File: src/rtl/hu_hazard_if.sv
// Hazard-unit bundle: pipeline-register taps in, ALU operands and stage controls out.
// master = pipeline side, slave = hazard unit.
interface hu_hazard_if #(
  parameter int XLEN     = 32,
  parameter int REG_AW   = 5,
  parameter int MC_CNT_W = 6
);
  // decode stage
  logic [REG_AW-1:0]   Rs1_D, Rs2_D;
  logic                ren1_D, ren2_D;
  // execute stage
  logic [REG_AW-1:0]   Rs1_E, Rs2_E, Rd_E;
  logic                ren1_E, ren2_E, RegWrite_E, MemRead_E;
  logic [XLEN-1:0]     rdata1_E, rdata2_E, imme_E, PC_reg_E;
  logic                auipc_E, ALU_DB_Src_E;
  logic                mc_start_E;
  logic [MC_CNT_W-1:0] mc_cycles_E;
  logic                branch_taken_E;
  // memory stage
  logic                RegWrite_M, MemRead_M;
  logic [REG_AW-1:0]   Rd_M;
  logic [XLEN-1:0]     ALUResult_M;
  // writeback stage
  logic                RegWrite_W;
  logic [REG_AW-1:0]   Rd_W;
  logic [XLEN-1:0]     rdata_reg_W;
  // hazard unit results
  logic [XLEN-1:0]     ALU_DA, ALU_DB, Real_rdata2_E;
  logic [1:0]          fwd_sel1, fwd_sel2;
  logic                Stall_F, Stall_D, Stall_E;
  logic                Flush_D, Flush_E, Flush_M;
  logic                mc_busy;

  modport master (
    output Rs1_D, Rs2_D, ren1_D, ren2_D,
    output Rs1_E, Rs2_E, Rd_E, ren1_E, ren2_E, RegWrite_E, MemRead_E,
    output rdata1_E, rdata2_E, imme_E, PC_reg_E, auipc_E, ALU_DB_Src_E,
    output mc_start_E, mc_cycles_E, branch_taken_E,
    output RegWrite_M, MemRead_M, Rd_M, ALUResult_M,
    output RegWrite_W, Rd_W, rdata_reg_W,
    input  ALU_DA, ALU_DB, Real_rdata2_E, fwd_sel1, fwd_sel2,
    input  Stall_F, Stall_D, Stall_E, Flush_D, Flush_E, Flush_M, mc_busy
  );

  modport slave (
    input  Rs1_D, Rs2_D, ren1_D, ren2_D,
    input  Rs1_E, Rs2_E, Rd_E, ren1_E, ren2_E, RegWrite_E, MemRead_E,
    input  rdata1_E, rdata2_E, imme_E, PC_reg_E, auipc_E, ALU_DB_Src_E,
    input  mc_start_E, mc_cycles_E, branch_taken_E,
    input  RegWrite_M, MemRead_M, Rd_M, ALUResult_M,
    input  RegWrite_W, Rd_W, rdata_reg_W,
    output ALU_DA, ALU_DB, Real_rdata2_E, fwd_sel1, fwd_sel2,
    output Stall_F, Stall_D, Stall_E, Flush_D, Flush_E, Flush_M, mc_busy
  );
endinterface

File: src/rtl/hu_hazard_ctrl.sv
// Hazard unit for the 5-stage pipeline: ALU operand forwarding, load-use
// interlock, branch flush and a multi-cycle execute interlock that freezes
// the captured operands while the op occupies E.
// Optional feature macro: HU_FORWARD_EN. When undefined, operands come
// straight from the register file and any D-stage read of a register still
// being written in E/M/W stalls decode until the write has retired.
module hu_hazard_ctrl #(
  parameter int XLEN     = 32,
  parameter int REG_AW   = 5,
  parameter int MC_CNT_W = 6
) (
  input logic        clk,
  input logic        rst,
  hu_hazard_if.slave hz
);

  typedef enum logic {IDLE = 1'b0, BUSY = 1'b1} state_t;

  localparam logic [MC_CNT_W-1:0] CNT_ONE = MC_CNT_W'(1);
  localparam logic [MC_CNT_W-1:0] CNT_TWO = MC_CNT_W'(2);

  state_t              state_reg;
  logic [MC_CNT_W-1:0] cnt_reg;
  logic [XLEN-1:0]     hold_da_reg, hold_db_reg, hold_rd2_reg;

  logic            busy;
  logic            mc_go;
  logic            mc_stall;
  logic            dep_hit;
  logic            lu_act;
  logic            br_act;
  logic [XLEN-1:0] live_da, live_db, live_rd2;

  assign busy = (state_reg == BUSY);

  genvar gi;
  generate
    for (gi = 0; gi < 2; gi++) begin : g_src
      logic [REG_AW-1:0] rs_d;
      logic              ren_d;
      logic [XLEN-1:0]   rdata_e;
      logic [XLEN-1:0]   val;
      logic [1:0]        sel;
      logic              hit;

      assign rs_d    = (gi == 0) ? hz.Rs1_D    : hz.Rs2_D;
      assign ren_d   = (gi == 0) ? hz.ren1_D   : hz.ren2_D;
      assign rdata_e = (gi == 0) ? hz.rdata1_E : hz.rdata2_E;

`ifdef HU_FORWARD_EN
      logic [REG_AW-1:0] rs_e;
      logic              ren_e;
      assign rs_e  = (gi == 0) ? hz.Rs1_E  : hz.Rs2_E;
      assign ren_e = (gi == 0) ? hz.ren1_E : hz.ren2_E;

      // Operand select for this source: x0/unused read as zero, M beats W.
      always_comb begin
        val = rdata_e;
        sel = 2'd0;
        if (!ren_e || rs_e == '0) begin
          val = '0;
        end else if (hz.RegWrite_M && hz.Rd_M == rs_e) begin
          val = hz.ALUResult_M;
          sel = 2'd2;
        end else if (hz.RegWrite_W && hz.Rd_W == rs_e) begin
          val = hz.rdata_reg_W;
          sel = 2'd1;
        end
      end

      // Only a load result is too late to forward; flag decode reading it.
      always_comb begin
        hit = ren_d && hz.MemRead_E && hz.RegWrite_E &&
              (hz.Rd_E != '0) && (rs_d == hz.Rd_E);
      end
`else
      // Without forwarding the operand is whatever the register file gave.
      always_comb begin
        val = rdata_e;
        sel = 2'd0;
      end

      // Any in-flight write to a register decode reads must retire first.
      always_comb begin
        hit = ren_d && (rs_d != '0) &&
              ((hz.RegWrite_E && hz.Rd_E == rs_d) ||
               (hz.RegWrite_M && hz.Rd_M == rs_d) ||
               (hz.RegWrite_W && hz.Rd_W == rs_d));
      end
`endif
    end
  endgenerate

  // Live ALU operands before the multi-cycle hold mux.
  always_comb begin
    live_da  = hz.auipc_E ? hz.PC_reg_E : g_src[0].val;
    live_db  = hz.ALU_DB_Src_E ? g_src[1].val : hz.imme_E;
    live_rd2 = g_src[1].val;
  end

  // Stall/flush arbitration. The multi-cycle start cycle masks the data
  // interlock too, so Flush_E can never kill the op it is about to capture.
  always_comb begin
    mc_go    = !busy && hz.mc_start_E && (hz.mc_cycles_E >= CNT_TWO);
    mc_stall = mc_go || (busy && cnt_reg > CNT_ONE);
    dep_hit  = g_src[0].hit || g_src[1].hit;
    lu_act   = dep_hit && !busy && !mc_go;
    br_act   = hz.branch_taken_E && !busy;

    hz.Stall_F = mc_stall || (lu_act && !br_act);
    hz.Stall_D = mc_stall || (lu_act && !br_act);
    hz.Stall_E = mc_stall;
    hz.Flush_D = br_act;
    hz.Flush_E = br_act || lu_act;
    hz.Flush_M = mc_stall;
    hz.mc_busy = busy;

    hz.ALU_DA        = busy ? hold_da_reg  : live_da;
    hz.ALU_DB        = busy ? hold_db_reg  : live_db;
    hz.Real_rdata2_E = busy ? hold_rd2_reg : live_rd2;
    hz.fwd_sel1      = busy ? 2'd3 : g_src[0].sel;
    hz.fwd_sel2      = busy ? 2'd3 : g_src[1].sel;
  end

  // Multi-cycle FSM: capture operands on entry, count down the E occupancy.
  always_ff @(posedge clk) begin
    if (rst) begin
      state_reg    <= IDLE;
      cnt_reg      <= '0;
      hold_da_reg  <= '0;
      hold_db_reg  <= '0;
      hold_rd2_reg <= '0;
    end else begin
      case (state_reg)
        IDLE: begin
          if (mc_go) begin
            cnt_reg      <= hz.mc_cycles_E - CNT_ONE;
            hold_da_reg  <= live_da;
            hold_db_reg  <= live_db;
            hold_rd2_reg <= live_rd2;
            state_reg    <= BUSY;
          end
        end
        BUSY: begin
          if (cnt_reg > CNT_ONE) begin
            cnt_reg <= cnt_reg - CNT_ONE;
          end else begin
            cnt_reg   <= '0;
            state_reg <= IDLE;
          end
        end
        default: state_reg <= IDLE;
      endcase
    end
  end

  // Inputs that only matter in one build flavour, or not to this unit at all.
  logic unused_inputs;
  assign unused_inputs = ^{hz.MemRead_M, hz.MemRead_E, hz.ren1_E, hz.ren2_E,
                           hz.Rs1_E, hz.Rs2_E, hz.ALUResult_M, hz.rdata_reg_W};

endmodule

File: src/flat_wrapper.sv
// flat-port wrapper written by rule: the top's interface ports become plain ports
module hu_hazard_ctrl_flat 
#(
  parameter int XLEN     = 32,
  parameter int REG_AW   = 5,
  parameter int MC_CNT_W = 6
)
  (clk, rst, hz_Rs1_D, hz_Rs2_D, hz_ren1_D, hz_ren2_D, hz_Rs1_E, hz_Rs2_E, hz_Rd_E, hz_ren1_E, hz_ren2_E, hz_RegWrite_E, hz_MemRead_E, hz_rdata1_E, hz_rdata2_E, hz_imme_E, hz_PC_reg_E, hz_auipc_E, hz_ALU_DB_Src_E, hz_mc_start_E, hz_mc_cycles_E, hz_branch_taken_E, hz_RegWrite_M, hz_MemRead_M, hz_Rd_M, hz_ALUResult_M, hz_RegWrite_W, hz_Rd_W, hz_rdata_reg_W, hz_ALU_DA, hz_ALU_DB, hz_Real_rdata2_E, hz_fwd_sel1, hz_fwd_sel2, hz_Stall_F, hz_Stall_D, hz_Stall_E, hz_Flush_D, hz_Flush_E, hz_Flush_M, hz_mc_busy);
  hu_hazard_if #(.XLEN(XLEN), .REG_AW(REG_AW), .MC_CNT_W(MC_CNT_W)) hz_i ();
  input logic clk;
  input logic rst;
  input wire logic [$bits(hz_i.Rs1_D)-1:0] hz_Rs1_D;
  input wire logic [$bits(hz_i.Rs2_D)-1:0] hz_Rs2_D;
  input wire logic [$bits(hz_i.ren1_D)-1:0] hz_ren1_D;
  input wire logic [$bits(hz_i.ren2_D)-1:0] hz_ren2_D;
  input wire logic [$bits(hz_i.Rs1_E)-1:0] hz_Rs1_E;
  input wire logic [$bits(hz_i.Rs2_E)-1:0] hz_Rs2_E;
  input wire logic [$bits(hz_i.Rd_E)-1:0] hz_Rd_E;
  input wire logic [$bits(hz_i.ren1_E)-1:0] hz_ren1_E;
  input wire logic [$bits(hz_i.ren2_E)-1:0] hz_ren2_E;
  input wire logic [$bits(hz_i.RegWrite_E)-1:0] hz_RegWrite_E;
  input wire logic [$bits(hz_i.MemRead_E)-1:0] hz_MemRead_E;
  input wire logic [$bits(hz_i.rdata1_E)-1:0] hz_rdata1_E;
  input wire logic [$bits(hz_i.rdata2_E)-1:0] hz_rdata2_E;
  input wire logic [$bits(hz_i.imme_E)-1:0] hz_imme_E;
  input wire logic [$bits(hz_i.PC_reg_E)-1:0] hz_PC_reg_E;
  input wire logic [$bits(hz_i.auipc_E)-1:0] hz_auipc_E;
  input wire logic [$bits(hz_i.ALU_DB_Src_E)-1:0] hz_ALU_DB_Src_E;
  input wire logic [$bits(hz_i.mc_start_E)-1:0] hz_mc_start_E;
  input wire logic [$bits(hz_i.mc_cycles_E)-1:0] hz_mc_cycles_E;
  input wire logic [$bits(hz_i.branch_taken_E)-1:0] hz_branch_taken_E;
  input wire logic [$bits(hz_i.RegWrite_M)-1:0] hz_RegWrite_M;
  input wire logic [$bits(hz_i.MemRead_M)-1:0] hz_MemRead_M;
  input wire logic [$bits(hz_i.Rd_M)-1:0] hz_Rd_M;
  input wire logic [$bits(hz_i.ALUResult_M)-1:0] hz_ALUResult_M;
  input wire logic [$bits(hz_i.RegWrite_W)-1:0] hz_RegWrite_W;
  input wire logic [$bits(hz_i.Rd_W)-1:0] hz_Rd_W;
  input wire logic [$bits(hz_i.rdata_reg_W)-1:0] hz_rdata_reg_W;
  output wire logic [$bits(hz_i.ALU_DA)-1:0] hz_ALU_DA;
  output wire logic [$bits(hz_i.ALU_DB)-1:0] hz_ALU_DB;
  output wire logic [$bits(hz_i.Real_rdata2_E)-1:0] hz_Real_rdata2_E;
  output wire logic [$bits(hz_i.fwd_sel1)-1:0] hz_fwd_sel1;
  output wire logic [$bits(hz_i.fwd_sel2)-1:0] hz_fwd_sel2;
  output wire logic [$bits(hz_i.Stall_F)-1:0] hz_Stall_F;
  output wire logic [$bits(hz_i.Stall_D)-1:0] hz_Stall_D;
  output wire logic [$bits(hz_i.Stall_E)-1:0] hz_Stall_E;
  output wire logic [$bits(hz_i.Flush_D)-1:0] hz_Flush_D;
  output wire logic [$bits(hz_i.Flush_E)-1:0] hz_Flush_E;
  output wire logic [$bits(hz_i.Flush_M)-1:0] hz_Flush_M;
  output wire logic [$bits(hz_i.mc_busy)-1:0] hz_mc_busy;
  assign hz_i.Rs1_D = hz_Rs1_D;
  assign hz_i.Rs2_D = hz_Rs2_D;
  assign hz_i.ren1_D = hz_ren1_D;
  assign hz_i.ren2_D = hz_ren2_D;
  assign hz_i.Rs1_E = hz_Rs1_E;
  assign hz_i.Rs2_E = hz_Rs2_E;
  assign hz_i.Rd_E = hz_Rd_E;
  assign hz_i.ren1_E = hz_ren1_E;
  assign hz_i.ren2_E = hz_ren2_E;
  assign hz_i.RegWrite_E = hz_RegWrite_E;
  assign hz_i.MemRead_E = hz_MemRead_E;
  assign hz_i.rdata1_E = hz_rdata1_E;
  assign hz_i.rdata2_E = hz_rdata2_E;
  assign hz_i.imme_E = hz_imme_E;
  assign hz_i.PC_reg_E = hz_PC_reg_E;
  assign hz_i.auipc_E = hz_auipc_E;
  assign hz_i.ALU_DB_Src_E = hz_ALU_DB_Src_E;
  assign hz_i.mc_start_E = hz_mc_start_E;
  assign hz_i.mc_cycles_E = hz_mc_cycles_E;
  assign hz_i.branch_taken_E = hz_branch_taken_E;
  assign hz_i.RegWrite_M = hz_RegWrite_M;
  assign hz_i.MemRead_M = hz_MemRead_M;
  assign hz_i.Rd_M = hz_Rd_M;
  assign hz_i.ALUResult_M = hz_ALUResult_M;
  assign hz_i.RegWrite_W = hz_RegWrite_W;
  assign hz_i.Rd_W = hz_Rd_W;
  assign hz_i.rdata_reg_W = hz_rdata_reg_W;
  assign hz_ALU_DA = hz_i.ALU_DA;
  assign hz_ALU_DB = hz_i.ALU_DB;
  assign hz_Real_rdata2_E = hz_i.Real_rdata2_E;
  assign hz_fwd_sel1 = hz_i.fwd_sel1;
  assign hz_fwd_sel2 = hz_i.fwd_sel2;
  assign hz_Stall_F = hz_i.Stall_F;
  assign hz_Stall_D = hz_i.Stall_D;
  assign hz_Stall_E = hz_i.Stall_E;
  assign hz_Flush_D = hz_i.Flush_D;
  assign hz_Flush_E = hz_i.Flush_E;
  assign hz_Flush_M = hz_i.Flush_M;
  assign hz_mc_busy = hz_i.mc_busy;
  hu_hazard_ctrl #(.XLEN(XLEN), .REG_AW(REG_AW), .MC_CNT_W(MC_CNT_W)) u_core (.clk(clk), .rst(rst), .hz(hz_i));
endmodule
File: config.mk
export PLATFORM = sky130hd
export DESIGN_NAME = hu_hazard_ctrl_flat
export DESIGN_NICKNAME = d
export VERILOG_FILES = /design/src/rtl/hu_hazard_if.sv /design/src/rtl/hu_hazard_ctrl.sv /design/src/flat_wrapper.sv
export SDC_FILE = /design/constraint.sdc
export NUM_CORES = 1
export LEC_CHECK = 0
export CAP_MARGIN = 5
export CORE_AREA = 2 2 137 139
export CTS_CLUSTER_DIAMETER = 80
export CTS_CLUSTER_SIZE = 10
export DETAILED_ROUTE_END_ITERATION = 8
export DIE_AREA = 0 0 139 141
export GPL_TIMING_DRIVEN = 0
export PLACE_DENSITY = 0.73
export SLEW_MARGIN = 20
export SYNTH_ARGS = -nofsm -noshare
export SYNTH_HDL_FRONTEND = slang
export SYNTH_SLANG_ARGS = --single-unit
File: constraint.sdc
create_clock -name clk -period 2.75 [get_ports clk]
set_input_delay 0.55 -clock clk [delete_from_list [all_inputs] [get_ports clk]]
set_output_delay 0.55 -clock clk [all_outputs]
set_load 0.1 [all_outputs]
# Word-level counts from Yosys, hierarchy flattened
# Index checks and enable logic that the tools add are counted.
# classes
add_sub_neg	2
multipliers	0
n_div	0
order_cmp	2
n_eq_ne	7
shift	0
mux	12
n_bitwise	1
n_reduce_logical	31
# ops
cell	n
32-bit 2-to-1 mux	5
5-bit == test	6
1-bit logical AND	17
6-bit 2-to-1 mux	2
6-bit one-hot mux with 2 select lines	1
6-bit by 1-bit subtractor with 6-bit output, second input constant	2
5-bit nonzero test	2
1-bit logical OR	8
6-bit by 2-bit >= comparator with 1-bit output, second input constant	1
6-bit by 1-bit greater-than comparator with 1-bit output, second input constant	1
1-bit zero test	3
1-bit 2-to-1 mux	2
2-bit 2-to-1 mux	1
2-bit by 1-bit != test with 1-bit output, second input constant	1
1-bit one-hot mux with 2 select lines	1
2-bit AND reduction	1
1-bit inverter	1
# word_totals
regBits	103
latch_bits	0
ramBits	0
romBits	0
inputBits	248
out_inout_bits	107
elab_cells	60
memories	0

# Depth between registers and ports, before layout
# depth
ltp_word	10
ltp_mapped	9
depth_no_buf	7

# Least setup slack after synthesis
# Ideal clock, no wire load.
# synth_timing
kind	register -> output
startpoint	register u_core.state_reg, in the netlist u_core.hz.mc_busy
endpoint	output hz_Flush_E
arrival_time_ns	3.471
t_required_ns	2.200
slack_ns	-1.271
path_stages_with_launch	5
n_path_buf	2
path_cell_list	dfxtp_1 > buf_2 > clkbuf_1 > nor2b_1 > a221o_1
# synth_between
elab_cells_between_ends	8
cone_classes	8 x reduce/logical
# synth_rtl
element	line_no	text
from (decl)	hu_hazard_ctrl.sv:22	state_t state_reg;
from (signal assigned)	hu_hazard_ctrl.sv:128	state_reg <= IDLE;
from (signal assigned)	hu_hazard_ctrl.sv:141	state_reg <= BUSY;
from (signal assigned)	hu_hazard_ctrl.sv:149	state_reg <= IDLE;
1-bit zero test	hu_hazard_ctrl.sv:108	br_act = hz.branch_taken_E && !busy;
1-bit logical AND	hu_hazard_ctrl.sv:108	
via hz_Flush_D	flat_wrapper.sv:47	output wire logic [$bits(hz_i.Flush_D)-1:0] hz_Flush_D;
1-bit logical OR	hu_hazard_ctrl.sv:114	hz.Flush_E = br_act || lu_act;
to (decl)	flat_wrapper.sv:48	output wire logic [$bits(hz_i.Flush_E)-1:0] hz_Flush_E;
# The timed path passes the listed nets, and every way through them passes these cells.

# Worst setup path in the final report
# layout_timing
startpoint	input hz_mc_cycles_E[2]
endpoint	output hz_Stall_F
# layout_between
elab_chain_cells	6
elab_cells_between_ends	7
cone_classes	1 x order compare; 6 x reduce/logical
# layout_rtl
element	line_no	text
from (decl)	flat_wrapper.sv:30	input wire logic [$bits(hz_i.mc_cycles_E)-1:0] hz_mc_cycles_E;
6-bit by 2-bit >= comparator with 1-bit output *	hu_hazard_ctrl.sv:104	mc_go = !busy && hz.mc_start_E && (hz.mc_cycles_E >= CNT_TWO);
1-bit logical AND *	hu_hazard_ctrl.sv:104	
1-bit zero test	hu_hazard_ctrl.sv:107	lu_act = dep_hit && !busy && !mc_go;
1-bit logical AND	hu_hazard_ctrl.sv:107	
1-bit logical AND	hu_hazard_ctrl.sv:110	hz.Stall_F = mc_stall || (lu_act && !br_act);
1-bit logical OR *	hu_hazard_ctrl.sv:110	
to (decl)	flat_wrapper.sv:44	output wire logic [$bits(hz_i.Stall_F)-1:0] hz_Stall_F;
# Mark *: on every way between the ends. The rest lies on a longest branch, timed or not.

==> metrics.md <==
| Metric | Value |
|---|---|
| Post-layout min period | 2.839 ns |
| P&R area growth vs syn | 52.12% |
| Cts bufs inserted | 9 |
| Share of cells above drive strength 1 | 33.07% |
| Area of the core | 18270 µm² |
| Crit share post-route | 103.2% |
| Flop-to-flop setup slack | around 0.83 ns |
| Clock skew | about 0.011 ns |
| Routability congestion estimate | between 0.8 and 0.9 |
| Sequential share of the synthesized area | 33.29% |
| Critical path required time | 2.20 ns |
| Wire length of the first global-routing pass | 31860 µm |
| Peak VDD IR | 0.3059 mV |
| Design area | 9422 µm² |
| All-layer global routing usage | 20.12% |
| Seq cells post-synth | 103 |
| Die area | 19600 µm² |
| DRC errors left | 0 |
| # hold bufs at CTS | 0 |
| Comb pwr share | 49.2% |
| Main synth FF type | dfxtp_1 |
| Reg-to-reg critical path startpoint | u_core.cnt_reg[0]$_SDFFE_PP0P_ |
| Fmax | between 300 and 400 MHz |
| Worst-skew pair later-pin latency | between 0.3 and 0.4 ns |
| Area of placed instances | ~9300 µm² |
| Pre-CTS setup slack | -1.775 ns |
| Drt pass-1 iters | 4 |
| Final net count | between 1000 and 1500 |
| Post-synth EDFFs | 0 |
| Filler instances | about 1700 |
| Syn Inst Count | 731 |
| ANT cells | 0 |
| CTS Sinks | slightly above 100 |
| Post-synth top area share | 33.29% |
| Multi-input logic area | 3840 µm² |
| Reported net switching power | 0.002683 W |
| Slew margin rel. | 34.38% |
| Final ANT Viol Nets | 0 |
| Buffers on Ports | 273 |
| Hold Crit Class | reg -> reg |
| Num ports | 355 |
| # H-tree levels | 3 |
| Sw frac | 45.14% |
| Setup crit end kind | output port |
| Hold Startpoint | u_core.hold_da_reg[7]$_SDFFE_PP0P_ |
| Setup crit start kind | primary input |
| Storage cell area | approximately 2100 µm² |
| Critical Path AT | 2.29 ns |
| Worst slew pin tran | 0.9883 ns |
| CTS tree | built |
| Flop pwr share | between 20% and 30% |
| Post-synth ARST share | 0% |
| Area of the mapped netlist | 6193 µm² |
| Die width | 139 µm |
| Pins Over Slew Limit | 0 |
| Final TNS setup | -0.2396 ns |
| Post-Route Utilization | between 50 and 60% |
| Initial antenna violation count | 0 |
| Clock power share | 22.8% |
| Count of different cell masters after synthesis | 35 |
| Grt ovf | 0 |
| Vias in the first global route | around 6000 |
| Starting DRC count in detailed routing | 193 |
| Final HPWL DP | 15570 µm |
| Ys Warns | 0 |
| Final hold vios | 0 |
| Synth area leaders | dfxtp_1 (33%), mux2_2 (29%), nand2_1 (12%) |
| Max clock buf depth | 2 |
| Net Count, Synth | 983 |
| Worst Path Class, Setup | in -> out |
| PwrDens | 630.9 nW/µm² |
| Status | complete, but fails checks |
| Syn Area/Cell | 8.473 µm² |
| Wire length per cell | 16.04 µm |
| RSZ-0062 raised after global routing | yes |
| LEAKAGE | 3.825 nW |
| Via-to-Cell Ratio | 4.877 |
| Via count | between 6000 and 7000 |
| Crit path max fanout | 4 |
| Std cell rows | 50 |
| Final WL | 20150 µm |
| Post-route setup slack | -0.08881 ns |
| Final setup fails | 3 |
| Synth area leader | dfxtp_1 |
| Vert. Die Dim | 141 µm |
| Initial core utilization | approximately a third |
| Max cap viols | 0 |
| Failing checks | setup timing |
| Critical path origin | hz_mc_cycles_E[2] |
| CTS Root Cell | clkbuf_16 |
| Worst-path clk slew | 0.07 ns |
| Internal power | 0.003261 W |
| Maximum number of pins on one net before global-route repair | 17 |
==> per-stage QoR <==
stage | hold WS (ns) | power, W | std cells
after CTS | 0.4530 | 0.005995 | 1254
after global routing | 0.4671 | 0.006205 | 1256
after global placement | 0.4385 | 0.004693 | 1238
after floorplan | 0.4329 | 0.003889 | 731
after detailed placement | 0.4428 | 0.004708 | 1238
final | 0.4541 | 0.005944 | 1256
==> cells by family after synthesis <==
| kind of cell | after synthesis | synth area share (%) |
|---|---|---|
| fa+ha+maj | 4 | 0.8081 |
| flops | 103 | 33.29 |
| simple gates | 243 | 16.06 |
| mux | 160 | 29.09 |
| buf+inv | 66 | 5.697 |
| xor+xnor | 34 | 4.808 |
| compound gates | 121 | 10.24 |
==> metal layers <==
layer	share of wire, %	vias to the layer above	routed length [µm]	GRT usage (%)
met5	0	-	0	0
met4	0.98	0	197	5.051
met3	6.8	14	1361	5.571
met2	49	224	9970	35.73
met1	43	2811	8617	24.10
li1	-	3076	-	-
==> cells in the mapped netlist, types with 3 or more instances <==
cell / n
nand2_1: 199
mux2_2: 160
dfxtp_1: 103
a21oi_1: 102
xor2_1: 24
clkbuf_1: 22
buf_1: 14
nor2_1: 13
xnor2_1: 10
buf_2: 9
buf_6: 9
buf_4: 7
o21ai_0: 7
and3_1: 6
nor4_1: 6
inv_1: 5
o22ai_1: 5
ha_1: 4
or4_1: 4
nor3_1: 3
==> cell usage in the layout (no fill, tap or decap), types with 5 or more instances in the layout <==
cell,instances
nor4_1,6
buf_2,73
xnor2_1,10
dlymetal6s2s_1,6
mux2_2,160
o21ai_0,5
dfxtp_1,102
nand2_1,199
clkbuf_16,9
clkbuf_4,26
clkbuf_1,20
clkdlybuf4s50_1,141
xor2_1,24
buf_12,6
nor2_1,11
a21oi_1,102
o22ai_1,5
buf_4,10
and3_1,6
dlygate4sd2_1,18
buf_6,10
clkdlybuf4s15_2,22
==> timing repair <==
action / CTS / global route
gates cloned: 0 / 0
setup endpoints to repair: 102 / 54
pin swaps: 5 / 3
gates resized for setup: 527 / 62
setup buffers: 3 / 3
endpoints found under the hold margin: 0 / 0
==> worst max-delay path, stage by stage <==
cell and delay (ns):
buf_8 0.09, or4_4 0.53, o31a_1 0.33, nand2b_1 0.16
and2_4 0.20, nand3_4 0.11, buf_12 0.15, buf_12 0.15
==> worst paths after layout <==
path                                        endpoint  cells after the start
hold / removal    u_core.hold_da_reg[7]$_SDFFE_PP0P_                      2
setup / recovery                          hz_Stall_F                      8
setup reg to reg      u_core.cnt_reg[5]$_SDFFE_PP0P_                      8
hold reg to reg   u_core.hold_da_reg[7]$_SDFFE_PP0P_                      2
==> power groups by stage <==
stage / registers, W / logic [W] / clock network, W
final: 0.00166 / 0.00293 / 0.00136
after global routing: 0.00167 / 0.00306 / 0.00147
after CTS: 0.00166 / 0.00292 / 0.00141
after detailed placement: 0.00169 / 0.00301 / 0
after global placement: 0.00169 / 0.00300 / 0
after floorplan: 0.00169 / 0.00220 / 0
==> area by class of cell <==
| cell class | instances | share of cell area [%] |
|---|---|---|
| multi-input combinational | 562 | 40.76 |
| timing repair buffer | 279 | 26.64 |
| sequential | 103 | 21.93 |
| buffer | 58 | 4.037 |
| tap | 234 | 3.108 |
| clock buffer | 10 | 2.430 |
| clock inverter | 5 | 0.8632 |
| inverter | 5 | 0.2390 |
Note: power is estimated with default switching activity, not from simulation.
